### src/rtl/async_fifo.sv
// Single-clock FIFO with registered storage and wrap-bit pointers.
// RD_DATA is first-word fall-through; FULL/EMPTY decode directly from the pointers.
module async_fifo #(
  parameter int DATA_WIDTH = 8,
  parameter int PTR_WIDTH  = 4,
  parameter int FIFO_DEPTH = 8
) (
  input  logic                  CLK,
  input  logic                  RST,
  input  logic                  W_INC,
  input  logic                  R_INC,
  input  logic [DATA_WIDTH-1:0] WR_DATA,
  output logic [DATA_WIDTH-1:0] RD_DATA,
  output logic                  FULL,
  output logic                  EMPTY
);

  localparam int ADDR_WIDTH = PTR_WIDTH - 1;

  logic [DATA_WIDTH-1:0] mem [FIFO_DEPTH];
  logic [PTR_WIDTH-1:0]  wptr;
  logic [PTR_WIDTH-1:0]  rptr;
  logic                  do_write;
  logic                  do_read;

  assign do_write = W_INC && !FULL;
  assign do_read  = R_INC && !EMPTY;

  always_ff @(posedge CLK) begin
    if (RST) begin
      wptr <= '0;
      rptr <= '0;
      mem  <= '{default: '0};
    end else begin
      if (do_write) begin
        mem[wptr[ADDR_WIDTH-1:0]] <= WR_DATA;
        wptr                      <= wptr + 1'b1;
      end
      if (do_read) begin
        rptr <= rptr + 1'b1;
      end
    end
  end

  // Equal addresses mean empty when the wrap bits agree, full when they differ.
  always_comb begin
    EMPTY   = (wptr == rptr);
    FULL    = (wptr[PTR_WIDTH-1] != rptr[PTR_WIDTH-1]) &&
              (wptr[ADDR_WIDTH-1:0] == rptr[ADDR_WIDTH-1:0]);
    RD_DATA = mem[rptr[ADDR_WIDTH-1:0]];
  end

endmodule

### config.mk
export PLATFORM = sky130hd
export DESIGN_NAME = async_fifo
export DESIGN_NICKNAME = d
export VERILOG_FILES = /design/src/rtl/async_fifo.sv
export SDC_FILE = /design/constraint.sdc
export NUM_CORES = 1
export LEC_CHECK = 0
export BUFFER_PORTS_ARGS = -buffer_cell sky130_fd_sc_hd__buf_4
export CORE_ASPECT_RATIO = 2
export CORE_UTILIZATION = 51
export CTS_BUF_LIST = sky130_fd_sc_hd__clkbuf_8
export DETAILED_ROUTE_END_ITERATION = 7
export GPL_ROUTABILITY_DRIVEN = 0
export GPL_TIMING_DRIVEN = 0
export PLACE_DENSITY = 0.69
export SLEW_MARGIN = 10
export SYNTH_ARGS = -nofsm -noshare
export SYNTH_HDL_FRONTEND = slang
export SYNTH_SLANG_ARGS = --single-unit
### constraint.sdc
create_clock -name CLK -period 2.8 [get_ports CLK]
set_input_delay 0.14 -clock CLK [delete_from_list [all_inputs] [get_ports CLK]]
set_output_delay 0.14 -clock CLK [all_outputs]
set_load 0.01 [all_outputs]
==> metrics.cfg, run 1 <==
[logic_synthesis]
synth.ff_latch_count=72
yosysWarnings=0
synthTopCellsByArea=dfxtp_1 41%, mux2i_1 19%, nand2b_1 13%, mux4_2 10%, mux2_2 2.6%
yosysTopAreaCell=dfxtp_1
ys_types=33
synth-main-ff-cell=dfxtp_1
synth.yosys.seq_area_share_pct=40.9
synth_top_area_share_pct=40.9
synth-edff-count=0
synthCells=315
avgSynthCellArea_um2=11.2
async_flop_share_pct=0
syn_area_um2=3520
syn_nets=329

[clocking]
cts_setup_buffers=0
htree_levels=3
ctsResizeCount=0
clk_pin_slew_ns=0.07
clock-sinks=72
clkLatencyLatePin_ns=0.34
holdBufCountCts=0
clock_path_buffers=2
root_buffer=clkbuf_8
cts_tree=done
cts_buffers=9

[setup_path]
worst-path-buf-inv=3
start_kind=flip-flop
end_kind=output pin
crit_fanout=10
slowest_stage=clkbuf_1
crit_required_ns=2.66
critPathTopFamily=buffers and inverters
worstPathArrival_ns=2.35
critPathMaxStageDelay_ns=0.60
crit_chain=buf_6 -> clkbuf_1 -> mux4_2 -> mux2_2 -> buf_4
crit_type=flip-flop to output pin

[route]
totalWireLength_um=7620
drtPass1Iterations=4
drc=0
vias=2366
wire_per_inst_um=17.4
routed_via_density=5.40
ant_nets=0
dr.first_iter.drc_count=105

[sta]
worst_pin_slew_ns=1.01
min_period_ns=2.49
drv_slew=0
max_freq_ghz=0.402
rsz0062_at_grt=no
finalCritPeriodShare_pct=88.8
relSlewSlack_pct=32.0
hold_viol=0
fin_skew_ns=0.00646
setup_viol=0
fin_setup_tns_ns=0

[cells_and_area]
nets=360
drive_above_1_share_pct=20.9
syn_to_final_growth_pct=12.1
finish.utilization_pct=59.7
antenna_cells=0

[worst_hold_path]
hold_path_class=primary input to flip-flop

[job]
max_cap_viol_count=0

[grt]
grt_start_max_net_pins=11
grt_pass1_vias=2462
grt_overflow=0
grt_util_all_layers_pct=24.3
grt_pass1_wl_um=12400
antenna_found_initial=0

[floorplanning]
core-area_um2=6620
rows=42
fp.dieW_um=60.8
start_util_pct=53.2
die_area_um2=7270
ios=22
die_height_um=120

[power]
peakVddDrop_mv=0.376
total_power_w=0.00216
p_leak_nw=1.79
p_per_area_nw_per_um2=546

[place]
port_buffers=20
hpwlAfterDp_um=5420

[run_status]
outcome=complete, no violations

-- cells in the final DEF, fill, tap and decap left out, drive strengths merged --
master  synthesis  final
buf            19     39
a21oi           3      3
or3             7      7
nor2            6      6
dfxtp          72     72
or3b            4      4
nand3b          1      1
nand2           2      2
inv             2      6
o21ai           3      3
mux2            9      9
nor3            1      1
nand3           3      3
nor2b           1      1
xor2            6      6
clkbuf         13     24
mux4           16     16
mux2i          66     66
and3            1      1
nor4            1      1
nand2b         72     72
or2             1      1
ha              2      2
or4             1      1
xnor2           1      1
o41ai           2      2
-- flip-flops by register name (all words and copies together), names as in the netlist --
name / flops
rptr: 4
mem: 64
wptr: 4
-- per-layer routing --
metal	track usage, %	part of all wire [%]	up-vias
met5	0	0	-
met4	11.2	2.0	0
met3	4.53	3.2	14
met2	41.8	54	40
met1	27.8	40	1164
li1	-	-	1148
-- per-stage QoR --
stage | setup slack [ns] | hold WS (ns) | std cells | cell area, um^2
finish | 0.313 | 0.183 | 438 | 3950
CTS | 0.278 | 0.169 | 438 | 3950
global placement | 0.633 | 0.457 | 423 | 3780
global route | 0.205 | 0.219 | 438 | 3950
floorplan | 0.766 | 0.373 | 315 | 3520
detailed placement | 0.585 | 0.465 | 423 | 3780
-- synth_stat cells, types with 4 or more instances --
cell type,number
dfxtp_1,72
buf_1,9
or3_1,7
mux2i_1,66
nand2b_1,72
nor2_1,6
mux2_2,8
buf_6,4
mux4_2,16
clkbuf_1,13
buf_4,5
-- final cells by class --
cell class | instances | area (um^2)
Timing Repair Buffer | 20 | 150
Clock inverter | 4 | 15.0
Sequential cell | 72 | 1440
Multi-Input combinational cell | 209 | 1910
Inverter | 2 | 7.51
Tap cell | 88 | 110
Fill cell | 618 | 2670
Clock buffer | 11 | 151
Buffer | 32 | 170
-- tightest hold or removal path: stages --
cell	delay, ns
buf_4	0.13
nand2_1	0.06
or3_1	0.09
a21oi_1	0.05
-- power by group --
group	leakage [nW]	internal [W]	switching (W)	total [W]
Clock	0.100	0.000353	0.000354	0.000707
Combinational	1.11	0.000187	0.000191	0.000378
Sequential	0.582	0.00105	0.0000204	0.00107
Total	1.79	0.00159	0.000566	0.00216
-- final timing paths --
path | from | to | slack (ns) | depth (start not counted)
max | rptr[1] | RD_DATA[3] | 0.31 | 5
min | W_INC | wptr[2] | 0.18 | 4
max reg2reg | rptr[1] | wptr[3] | 0.60 | 8
min reg2reg | mem[44] | mem[44] | 0.47 | 2
-- kinds of logic after synthesis --
| logic type | after synthesis | share of synthesized area [%] |
|---|---|---|
| and+or+nand+nor | 101 | 17.7 |
| muxes | 91 | 31.9 |
| DFF | 72 | 40.9 |
| buffers and inverters | 34 | 5.04 |
| AOI/OAI and AO/OA | 8 | 1.35 |
| xor gates and xnor gates | 7 | 2.38 |
| adders and majority gates | 2 | 0.710 |
No activity file was read; power rests on OpenSTA's default activity.
==> run 2: changes to the inputs <==
--- a/config.mk
+++ b/config.mk
@@ -7,12 +7,12 @@
 export LEC_CHECK = 0
 export BUFFER_PORTS_ARGS = -buffer_cell sky130_fd_sc_hd__buf_4
 export CORE_ASPECT_RATIO = 2
-export CORE_UTILIZATION = 51
+export CORE_UTILIZATION = 54
 export CTS_BUF_LIST = sky130_fd_sc_hd__clkbuf_8
 export DETAILED_ROUTE_END_ITERATION = 7
 export GPL_ROUTABILITY_DRIVEN = 0
 export GPL_TIMING_DRIVEN = 0
-export PLACE_DENSITY = 0.69
+export PLACE_DENSITY = 0.72
 export SLEW_MARGIN = 10
 export SYNTH_ARGS = -nofsm -noshare
 export SYNTH_HDL_FRONTEND = slang
==> constraint.sdc (replaced) <==
create_clock -name CLK -period 2.7 [get_ports CLK]
set_input_delay 0.135 -clock CLK [delete_from_list [all_inputs] [get_ports CLK]]
set_output_delay 0.135 -clock CLK [all_outputs]
set_load 0.01 [all_outputs]
==> metrics.cfg, run 2 (synthesis gave the netlist of run 1 again) <==
[cells_and_area]
finish.utilization_pct=62.7
syn_to_final_growth_pct=12.2
largest_reg_flops=64
top_regs=mem x64, rptr x4, wptr x4
antenna_cells=0
nets=360
regMostFlops=mem
drive_above_1_share_pct=21.2
final_cell_mix=72 x nand2b_1, 72 x dfxtp_1, 66 x mux2i_1

[floorplanning]
rows=41
fp.dieW_um=59.1
ios=22
die_area_um2=6870
die_height_um=116
start_util_pct=55.9
core-area_um2=6310

[setup_path]
crit_fanout=10
crit_type=flip-flop to output pin
crit_required_ns=2.57
end_kind=output pin
start_kind=flip-flop
worstPathArrival_ns=2.33

[clocking]
clkLatencyLatePin_ns=0.35
root_buffer=clkbuf_8
htree_levels=3
ctsResizeCount=0
holdBufCountCts=0
cts_buffers=9
clk_pin_slew_ns=0.07
cts_tree=done
cts_setup_buffers=0
clock-sinks=72
clock_path_buffers=2

[sta]
finalCritPeriodShare_pct=91.3
hold_viol=0
worst_pin_slew_ns=1.01
rsz0062_at_grt=no
max_freq_ghz=0.405
relSlewSlack_pct=31.7
fin_skew_ns=0.00516
setup_viol=0
drv_slew=0
min_period_ns=2.47
fin_setup_tns_ns=0

[route]
vias=2329
drc=0
routed_via_density=5.35
ant_nets=0
dr.first_iter.drc_count=69
drtPass1Iterations=4
totalWireLength_um=7570
wire_per_inst_um=17.4

[grt]
grt_util_all_layers_pct=25.4
grt_overflow=0
grt_start_max_net_pins=11
grt_pass1_vias=2487
grt_pass1_wl_um=12300
antenna_found_initial=0

[power]
p_leak_nw=1.79
peakVddDrop_mv=0.358
total_power_w=0.00227
p_per_area_nw_per_um2=575

[worst_hold_path]
hold_path_class=primary input to flip-flop

[place]
port_buffers=20
hpwlAfterDp_um=5410

[run_status]
outcome=complete, no violations

[job]
max_cap_viol_count=0

-- run 2: cell types whose count changed in the layout (fill, tap and decap cells not counted), sizes merged --
cell and change:
clkbuf +1, inv -2
-- run 2: layout make-up --
class | instances | area [um^2]
multi-input cells | 209 | 1910
repair buffers | 20 | 150
clock buffers | 12 | 165
flip-flops and latches | 72 | 1440
fillers | 558 | 2350
clock inverters | 2 | 7.51
inverters | 2 | 7.51
well taps | 86 | 108
plain buffers | 32 | 170
-- run 2: stage by stage --
| stage | setup slack, ns | instances | hold slack, ns | area (um^2) |
|---|---|---|---|---|
| 2_1_floorplan | 0.666 | 315 | 0.368 | 3520 |
| 3_3_place_gp | 0.536 | 421 | 0.456 | 3780 |
| 3_5_place_dp | 0.524 | 421 | 0.465 | 3780 |
| 4_1_cts | 0.210 | 435 | 0.173 | 3960 |
| 5_1_grt | 0.154 | 435 | 0.190 | 3960 |
| 6_report | 0.234 | 435 | 0.179 | 3960 |
-- run 2: critical path, stage by stage, from the launching register on --
cell,delay [ns]
dfxtp_1,0.35
buf_6,0.19
clkbuf_1,0.58
mux4_2,0.42
mux2_2,0.29
buf_4,0.14
-- run 2: final timing paths --
check             cells past startpoint  slack, ns          to  startpoint
setup reg to reg                      8       0.52     wptr[3]     rptr[1]
hold / removal                        4       0.18     wptr[2]       W_INC
hold reg to reg                       2       0.48      mem[1]      mem[1]
setup / recovery                      5       0.23  RD_DATA[3]     rptr[1]
-- run 2: where the power goes --
part | internal (W) | switching [W] | leakage [nW]
logic | 0.000194 | 0.000196 | 1.11
clock network | 0.000392 | 0.000377 | 0.0969
registers | 0.00109 | 0.0000213 | 0.582
-- run 2: layer usage --
layer,GRT usage [%],part of all wire [%]
met2,45.2,54
met4,12.2,2.9
met3,5.65,3.1
met1,27.6,40
met5,0,0
==> run 3: changes to the inputs <==
--- a/config.mk
+++ b/config.mk
@@ -7,12 +7,11 @@
 export LEC_CHECK = 0
 export BUFFER_PORTS_ARGS = -buffer_cell sky130_fd_sc_hd__buf_4
 export CORE_ASPECT_RATIO = 2
-export CORE_UTILIZATION = 54
+export CORE_UTILIZATION = 60
 export CTS_BUF_LIST = sky130_fd_sc_hd__clkbuf_8
 export DETAILED_ROUTE_END_ITERATION = 7
 export GPL_ROUTABILITY_DRIVEN = 0
-export GPL_TIMING_DRIVEN = 0
-export PLACE_DENSITY = 0.72
+export PLACE_DENSITY_LB_ADDON = 0.1
 export SLEW_MARGIN = 10
 export SYNTH_ARGS = -nofsm -noshare
 export SYNTH_HDL_FRONTEND = slang
==> metrics.cfg, run 3 (synthesis gave the netlist of run 1 again) <==
[cells_and_area]
largest_reg_flops=64
fillers=481
top_regs=mem x64, rptr x4, wptr x4
syn_to_final_growth_pct=8.09
antenna_cells=0
nets=334
regMostFlops=mem
fin_area_um2=3810
final_cell_mix=72 x nand2b_1, 72 x dfxtp_1, 66 x mux2i_1
drive_above_1_share_pct=22.5
instances_no_fill=386

[setup_path]
worstPathArrival_ns=2.58
crit_fanout=13
crit_type=flip-flop to flip-flop
worst-path-buf-inv=1
critPathTopFamily=simple AND/OR/NAND/NOR gates
reg2reg_slack_ns=0.39
end_kind=flip-flop
start_kind=flip-flop
crit_required_ns=2.97
crit_chain=xor2_2 -> or4_4 -> inv_2 -> or3b_1 -> mux2i_1
slowest_stage=dfxtp_1
critPathMaxStageDelay_ns=0.58

[floorplanning]
die_height_um=110
fp.dieW_um=56.2
start_util_pct=62.3
ios=22
core-area_um2=5660
die_area_um2=6200
rows=39

[sta]
min_period_ns=2.31
whs_ns=0.173
fin_ws_ns=0.386
worst_pin_slew_ns=0.792
max_freq_ghz=0.432
finalCritPeriodShare_pct=85.7
relSlewSlack_pct=46.8
hold_viol=0
fin_skew_ns=0.00366
rsz0062_at_grt=no
fin_setup_tns_ns=0
drv_slew=0
setup_viol=0

[clocking]
clkLatencyLatePin_ns=0.35
clock-sinks=72
cts_setup_buffers=0
holdBufCountCts=0
htree_levels=3
cts_tree=done
ctsResizeCount=0
clock_path_buffers=2
cts_buffers=9
clk_pin_slew_ns=0.07
root_buffer=clkbuf_8

[route]
drtPass1Iterations=4
dr.first_iter.drc_count=64
wire_per_inst_um=17.8
vias=2241
ant_nets=0
routed_via_density=5.81
totalWireLength_um=6870
drc=0

[power]
p_per_area_nw_per_um2=594
p_leak_nw=1.75
peakVddDrop_mv=0.538

[grt]
grt_use_met3_pct=6.18
use_met2_pct=41.2
antenna_found_initial=0
grt_util_all_layers_pct=24.9
top_usage_layer=met2
grt_pass1_wl_um=11200
grt_pass1_vias=2236
use_met1_pct=29.9
grt_start_max_net_pins=82
grt_overflow=0

[worst_hold_path]
hold_path_class=primary input to flip-flop

[place]
pre_cts_slack_ns=0.423
hpwlAfterDp_um=4630
postPlaceCellArea_um2=3630
dpl.cell_count=370
port_buffers=21

[job]
max_cap_viol_count=0

[run_status]
outcome=complete, no violations

[run 3: cell types whose count changed in the layout (fill, tap and decap cells not counted)]
cell and delta:
clkbuf_1 -13, buf_2 -1, buf_1 -9, buf_6 -4
buf_4 +1, clkinv_2 +3, inv_1 -1
[run 3: worst paths after layout]
check             startpoint      end  cells past startpoint
setup reg to reg     wptr[0]  mem[36]                      5
setup / recovery     wptr[0]  mem[36]                      5
hold / removal         W_INC  wptr[2]                      4
hold reg to reg      mem[42]  mem[42]                      2
[run 3: layer usage]
metal	wire length [um]	share of wire (%)
met1	2900	42
met2	3590	52
met3	173	2.5
met4	219	3.2
met5	0	0
[run 3: area by class of cell]
class                           count  area (um^2)  share of cell area, %
Clock buffer                       12          165                   4.33
Clock inverter                      4         18.8                  0.493
Inverter                            2         7.51                  0.197
Multi-Input combinational cell    209         1910                   50.0
Sequential cell                    72         1440                   37.8
Tap cell                           61         76.3                   2.00
Timing Repair Buffer               26          195                   5.12
[run 3: per-stage QoR]
stage,total power [W],utilization [%]
after floorplan,0.00141,-
after global placement,0.00150,64.1
after detailed placement,0.00151,64.1
after CTS,0.00229,67.3
after global routing,0.00236,67.3
final,0.00226,67.3
[run 3: worst min-delay path, delay by kind of cell]
family                 cells  cell delay, ns
and+or+nand+nor            2            0.15
AOI/OAI and AO/OA          1            0.05
buffers and inverters      1            0.13
[run 3: power breakdown]
| group | total [W] | internal (W) | switching (W) | leakage [nW] |
|---|---|---|---|---|
| combinational | 0.000361 | 0.000183 | 0.000178 | 1.06 |
| clock | 0.000782 | 0.000400 | 0.000382 | 0.103 |
| sequential | 0.00112 | 0.00109 | 0.0000276 | 0.582 |
| total | 0.00226 | 0.00168 | 0.000588 | 1.75 |
